[src/rtl/fetch_ctrl.sv]
// Instruction fetch controller: single outstanding read, one-entry hold register, flush redirect.
// Optional FETCH_TIMEOUT_EN adds a saturating no-ack counter driving a sticky fetch_err.
module fetch_ctrl (
    input  logic        clk,
    input  logic        rst,
    input  logic [31:0] pc_in,
    output logic [31:0] pc_next,
    output logic        pc_write,
    output logic        mem_req,
    output logic [31:0] mem_addr,
    input  logic        mem_ack,
    input  logic [31:0] mem_rdata,
    output logic        inst_valid,
    output logic [31:0] inst_out,
    output logic [31:0] inst_pc,
    input  logic        inst_ready,
    input  logic        flush,
    input  logic [31:0] flush_target,
    output logic        fetch_err
);

    typedef enum logic [1:0] {IDLE, REQ, DRAIN, HOLD} state_t;

    state_t      state, state_n;
    logic        mem_req_n;
    logic [31:0] mem_addr_n;
    logic        inst_valid_n;
    logic [31:0] inst_out_n;
    logic [31:0] inst_pc_n;
    logic [31:0] redir, redir_n;

    function automatic logic [31:0] pc_plus4(input logic [31:0] pc);
        return pc + 32'd4;
    endfunction

    always_comb begin
        state_n      = state;
        mem_addr_n   = mem_addr;
        inst_valid_n = inst_valid;
        inst_out_n   = inst_out;
        inst_pc_n    = inst_pc;
        redir_n      = redir;
        pc_write     = 1'b0;
        pc_next      = pc_plus4(inst_pc);

        case (state)
            IDLE: begin
                state_n    = REQ;
                mem_addr_n = pc_in;
            end
            REQ: begin
                if (flush) begin
                    pc_write = 1'b1;
                    pc_next  = flush_target;
                    if (mem_ack) begin
                        mem_addr_n = flush_target;
                    end else begin
                        // Request cannot be withdrawn: wait out the stale ack in DRAIN.
                        state_n = DRAIN;
                        redir_n = flush_target;
                    end
                end else if (mem_ack) begin
                    inst_out_n   = mem_rdata;
                    inst_pc_n    = mem_addr;
                    inst_valid_n = 1'b1;
                    state_n      = HOLD;
                end
            end
            DRAIN: begin
                if (flush) begin
                    pc_write = 1'b1;
                    pc_next  = flush_target;
                    redir_n  = flush_target;
                end
                if (mem_ack) begin
                    state_n    = REQ;
                    mem_addr_n = flush ? flush_target : redir;
                end
            end
            HOLD: begin
                if (flush) begin
                    pc_write     = 1'b1;
                    pc_next      = flush_target;
                    inst_valid_n = 1'b0;
                    mem_addr_n   = flush_target;
                    state_n      = REQ;
                end else if (inst_ready) begin
                    pc_write     = 1'b1;
                    mem_addr_n   = pc_plus4(inst_pc);
                    inst_valid_n = 1'b0;
                    state_n      = REQ;
                end
            end
            default: state_n = IDLE;
        endcase

        if (rst) begin
            pc_write = 1'b0;
        end

        mem_req_n = (state_n == REQ) || (state_n == DRAIN);
    end

    always_ff @(posedge clk or posedge rst) begin
        if (rst) begin
            state      <= IDLE;
            mem_req    <= 1'b0;
            mem_addr   <= 32'd0;
            inst_valid <= 1'b0;
            inst_out   <= 32'd0;
            inst_pc    <= 32'd0;
            redir      <= 32'd0;
        end else begin
            state      <= state_n;
            mem_req    <= mem_req_n;
            mem_addr   <= mem_addr_n;
            inst_valid <= inst_valid_n;
            inst_out   <= inst_out_n;
            inst_pc    <= inst_pc_n;
            redir      <= redir_n;
        end
    end

`ifdef FETCH_TIMEOUT_EN
    logic [7:0] tcnt, tcnt_n;
    logic       fetch_err_n;

    always_comb begin
        tcnt_n = 8'd0;
        if (((state == REQ) || (state == DRAIN)) && !mem_ack) begin
            tcnt_n = (tcnt == 8'hFF) ? tcnt : tcnt + 8'd1;
        end
        fetch_err_n = fetch_err || (tcnt_n == 8'hFF);
    end

    always_ff @(posedge clk or posedge rst) begin
        if (rst) begin
            tcnt      <= 8'd0;
            fetch_err <= 1'b0;
        end else begin
            tcnt      <= tcnt_n;
            fetch_err <= fetch_err_n;
        end
    end
`else
    assign fetch_err = 1'b0;
`endif

endmodule

[config.mk]
export PLATFORM = sky130hd
export DESIGN_NAME = fetch_ctrl
export DESIGN_NICKNAME = d
export VERILOG_FILES = /design/src/rtl/fetch_ctrl.sv
export SDC_FILE = /design/constraint.sdc
export NUM_CORES = 1
export LEC_CHECK = 0
export ABC_AREA = 0
export CORE_MARGIN = 2
export CORE_UTILIZATION = 42
export DETAILED_ROUTE_END_ITERATION = 8
export HOLD_SLACK_MARGIN = 0.1
export PLACE_DENSITY = 0.77
export SYNTH_ARGS = -nofsm -noshare
export SYNTH_HDL_FRONTEND = slang
export SYNTH_SLANG_ARGS = --single-unit
[constraint.sdc]
create_clock -name clk -period 3.9 [get_ports clk]
set_input_delay 0.39 -clock clk [delete_from_list [all_inputs] [get_ports clk]]
set_output_delay 0.39 -clock clk [all_outputs]
set_load 0.01 [all_outputs]
### Word level (Yosys, flattened, before mapping)

Cells that the tools add are included.

* register bits: 132
* output and inout port bits: 132
* word-level logic and storage cells: 59

* add/subtract/negate cells: 1
* equal/unequal tests: 11
* mux-type cells: 29
* bitwise operators: 1
* reductions and logical operators: 10

Operators with widths (count)
* 2-to-1 mux 32 bit: 10
* case mux 32 bit (4 select lines): 1
* case mux 32 bit (2 select lines): 1
* adder 32 x 3 -> 32 bit, second input constant: 1
* 2-to-1 mux 2 bit: 6
* != test 2 bit, second input constant: 5
* 2-to-1 mux 1 bit: 8
* case mux 2 bit (4 select lines): 1
* AND reduction 4 bit: 2
* equality test 2 bit, second input constant: 3
* AND reduction 3 bit: 2
* equality test 2 x 1 -> 1 bit, second input constant: 2
* case mux 1 bit (2 select lines): 2
* nonzero test 2 bit: 2
* != test 3 bit, second input constant: 1
* OR reduction 3 bit: 1
* logical NOT 2 bit: 1
* OR reduction 2 bit: 1
* logical OR 1 bit: 1
* NOT 1 bit: 1

### Logic depth before layout (Yosys ltp)

* word-level depth: 5
* mapped depth: 9
* mapped depth without buffers: 7

### Worst setup path before layout

No wires, ideal clock.

* kind: register to output
* start: reg inst_pc[2]
* end: out pc_next[28]
* arrival time: 2053 ps
* path slack: 1457 ps
* stages on the path, launching flop included: 8
* cell sequence: dfrtp_1 > ha_1 > nand3_1 > or4_1 > clkbuf_1 > nor3_1 > xor2_1 > mux2_2

* longest elaborated chain between the ends: 3

Ends and longest elaborated chain
* from (decl): line 15 `output logic [31:0] inst_pc,`
* from (signal assigned): line 119 `inst_pc <= inst_pc_n;`
* adder 32 x 3 -> 32 bit *: line 33 `return pc + 32'd4;`
* 2-to-1 mux 32 bit: line 52, 70, 81
* 2-to-1 mux 32 bit *
* to (decl): line 7 `output logic [31:0] pc_next,`

Mark *: on every way between the ends. The rest lies on a longest branch, timed or not.

### Worst setup path after layout

Ends and elaborated chain as after synthesis.

==> impl_metrics.ini <==
[die]
core_area_um2 = 16640
die_w_um = 134.8
start_util_pct = 43.21
fp-row-count = 47
die_h_um = 134.8
die-area_um2 = 18180
ios = 233

[yosys]
ys_seq_area_share_pct = 45.94
yosys-top-cells-area = dfrtp_1 46%, mux2_2 19%, nor2_1 3.4%
synth_top_area_cell = dfrtp_1
synth_seq_cells = 132
yosysWarnings = 0
synth_edf_count = 0
ys.flop_type = dfrtp_1
avgSynthCellArea_um2 = 10.56
synth_fp_nets = 787
async_flop_share_pct = 100.0
syn_area_um2 = 7191
synth_cells = 681
synth_top_area_share_pct = 45.94
ys_types = 59

[sta]
whs_ns = 0.4474
hold_viol = 0
relSlewSlack_pct = 40.19
grt_setup_unrepaired = false
tns_ns = 0
slew_viol_final = 0
max_freq_ghz = 0.2692
clock_skew_ns = 0.008597
worst_slew_pin_slew_ns = 0.8952
min_period_ns = 3.715
finalCritPeriodShare_pct = 95.27
setup_viol = 0

[clocking]
cts_made_buffers = 17
clock_path_buffers = 2
cts_hold_repair.buffers = 0
cts_tree = built
h-tree-depth = 4
root_buffer = clkbuf_16
clk_latency_ns = 0.42
postCtsSetupBuffers = 0
cts_resized = 0
clk_pin_slew_ns = 0.06
cts.sinks = 132

[routing]
drc = 0
routedWlPerCell_um = 19.73
drt_iter0_markers = 478
first_pass_iters = 5
dr_total_vias = 6350
vias_per_cell = 5.610
wl_mm = 22.33
ant_nets = 0

[finish]
fin_nets = 1005
n_antenna_cell = 0
post-route-util_pct = 62.18
finalNonFillerCells = 1132
final_common_cell = clkdlybuf4s50_1
area_delta_synth_final_pct = 43.90
drive_gt1_share_pct = 20.39
final_cell_mix = 230 x clkdlybuf4s50_1, 132 x dfrtp_1, 123 x mux2_2

[grt]
overflow = 0
antenna_found_initial = 0
grt_pass1_wl_mm = 35.22
grt_usage_pct = 25.20
grt_max_degree = 71
first_global_vias = 6441

[power_and_ir_drop]
power.total_mw = 9.084
ir_drop_mv = 0.5181
power_density_nw_per_um2 = 877.9
p_leak_nw = 4.228

[critical_path]
crit_path_max_fanout = 9
cp.arrival_ns = 3.33
ff2ff_setup_slack_ns = 1.08
crit_type = reg2out
startpoint = inst_pc[2]$_DFFE_PP0P_
end_kind = primary output
r2r-start = state[1]$_DFF_PP0_
start_kind = register
required_ns = 3.51

[placement]
dp_hpwl_mm = 15.39
portBuffers = 231
routabilityCongestion = 0.8218
dp.cells = 1100

[hold_path]
hp-class = in2reg
hold_start = flush

[outcome]
outcome = complete, no violations

[job]
maxCapViolations = 0
[cell families after synthesis]
| logic type | count (synthesis) | share of synthesized area [%] |
|---|---|---|
| compound gates | 150 | 14.63 |
| fa+ha+maj | 5 | 0.8700 |
| mux | 132 | 20.52 |
| simple gates | 170 | 11.47 |
| other cells | 1 | 0.05215 |
| flops | 132 | 45.94 |
| buf+inv | 68 | 3.724 |
| xor+xnor | 23 | 2.802 |
[worst max-delay path, stage by stage (launching register included)]
cell,delay [ns]
dfrtp_1,0.49
ha_1,0.25
nand3_1,0.21
or4_1,0.72
nor3_1,0.32
xor2_1,0.21
mux2_2,0.17
clkdlybuf4s50_1,0.53
[power by group]
part | leakage, nW | internal [mW] | switching (mW) | total, mW
registers | 1.59 | 2.07 | 0.593 | 2.66
logic | 2.34 | 2.58 | 2.22 | 4.80
clock network | 0.295 | 1.02 | 0.596 | 1.62
total | 4.23 | 5.67 | 3.41 | 9.08
[metal layers]
layer	vias to the layer above	part of all wire (%)	global-route usage [%]
met2	258	47	39.93
met3	26	7.7	7.545
met1	3123	43	33.02
li1	2943	-	-
met4	0	1.9	8.596
met5	-	0	0
[sequential cells by signal (all words and copies together) (netlist names)]
register and flops:
state 2, mem_addr 32, inst_valid 1, mem_req 1, inst_out 32, inst_pc 32
redir 32
[metrics by stage]
| step | setup slack, ns | cell area, um2 |
|---|---|---|
| 4_1_cts | 0.2046 | 10350 |
| 5_1_grt | 0.02612 | 10350 |
| 3_3_place_gp | 0.7580 | 9749 |
| 3_5_place_dp | 0.6782 | 9749 |
| 2_1_floorplan | 1.457 | 7194 |
| 6_report | 0.1846 | 10350 |
[Yosys cell counts (all sizes together), types with 6 or more instances]
cell type,number
nor2,65
xnor2,14
o31ai,8
nand3,12
a221oi,17
clkbuf,44
dfrtp,132
buf,7
nand2,36
mux2,123
nor3,23
a211oi,8
a21oi,31
a221o,11
inv,17
o21ai,32
mux2i,9
xor2,9
a22oi,7
nand2b,7
nor4,6
[final cells by class]
cell class                      instances  area, um2
Fill cell                            1360       6295
Multi-Input combinational cell        481       3641
Clock buffer                           23      498.0
Timing Repair Buffer                  250       2462
Clock inverter                          9      100.1
Inverter                               17      67.56
Tap cell                              220      275.3
Sequential cell                       132       3303
[path summary, 6_finish.rpt]
path	endpoint	depth (start not counted)
max	pc_next[28]	7
min	inst_valid$_DFFE_PP0P_	2
min reg2reg	inst_out[5]$_DFFE_PP0P_	1
max reg2reg	mem_addr[25]$_DFFE_PP0P_	7
max in group asynchronous	redir[20]$_DFFE_PP0P_	3
min in group asynchronous	inst_out[18]$_DFFE_PP0P_	2
(Power assumes the default switching activity.)
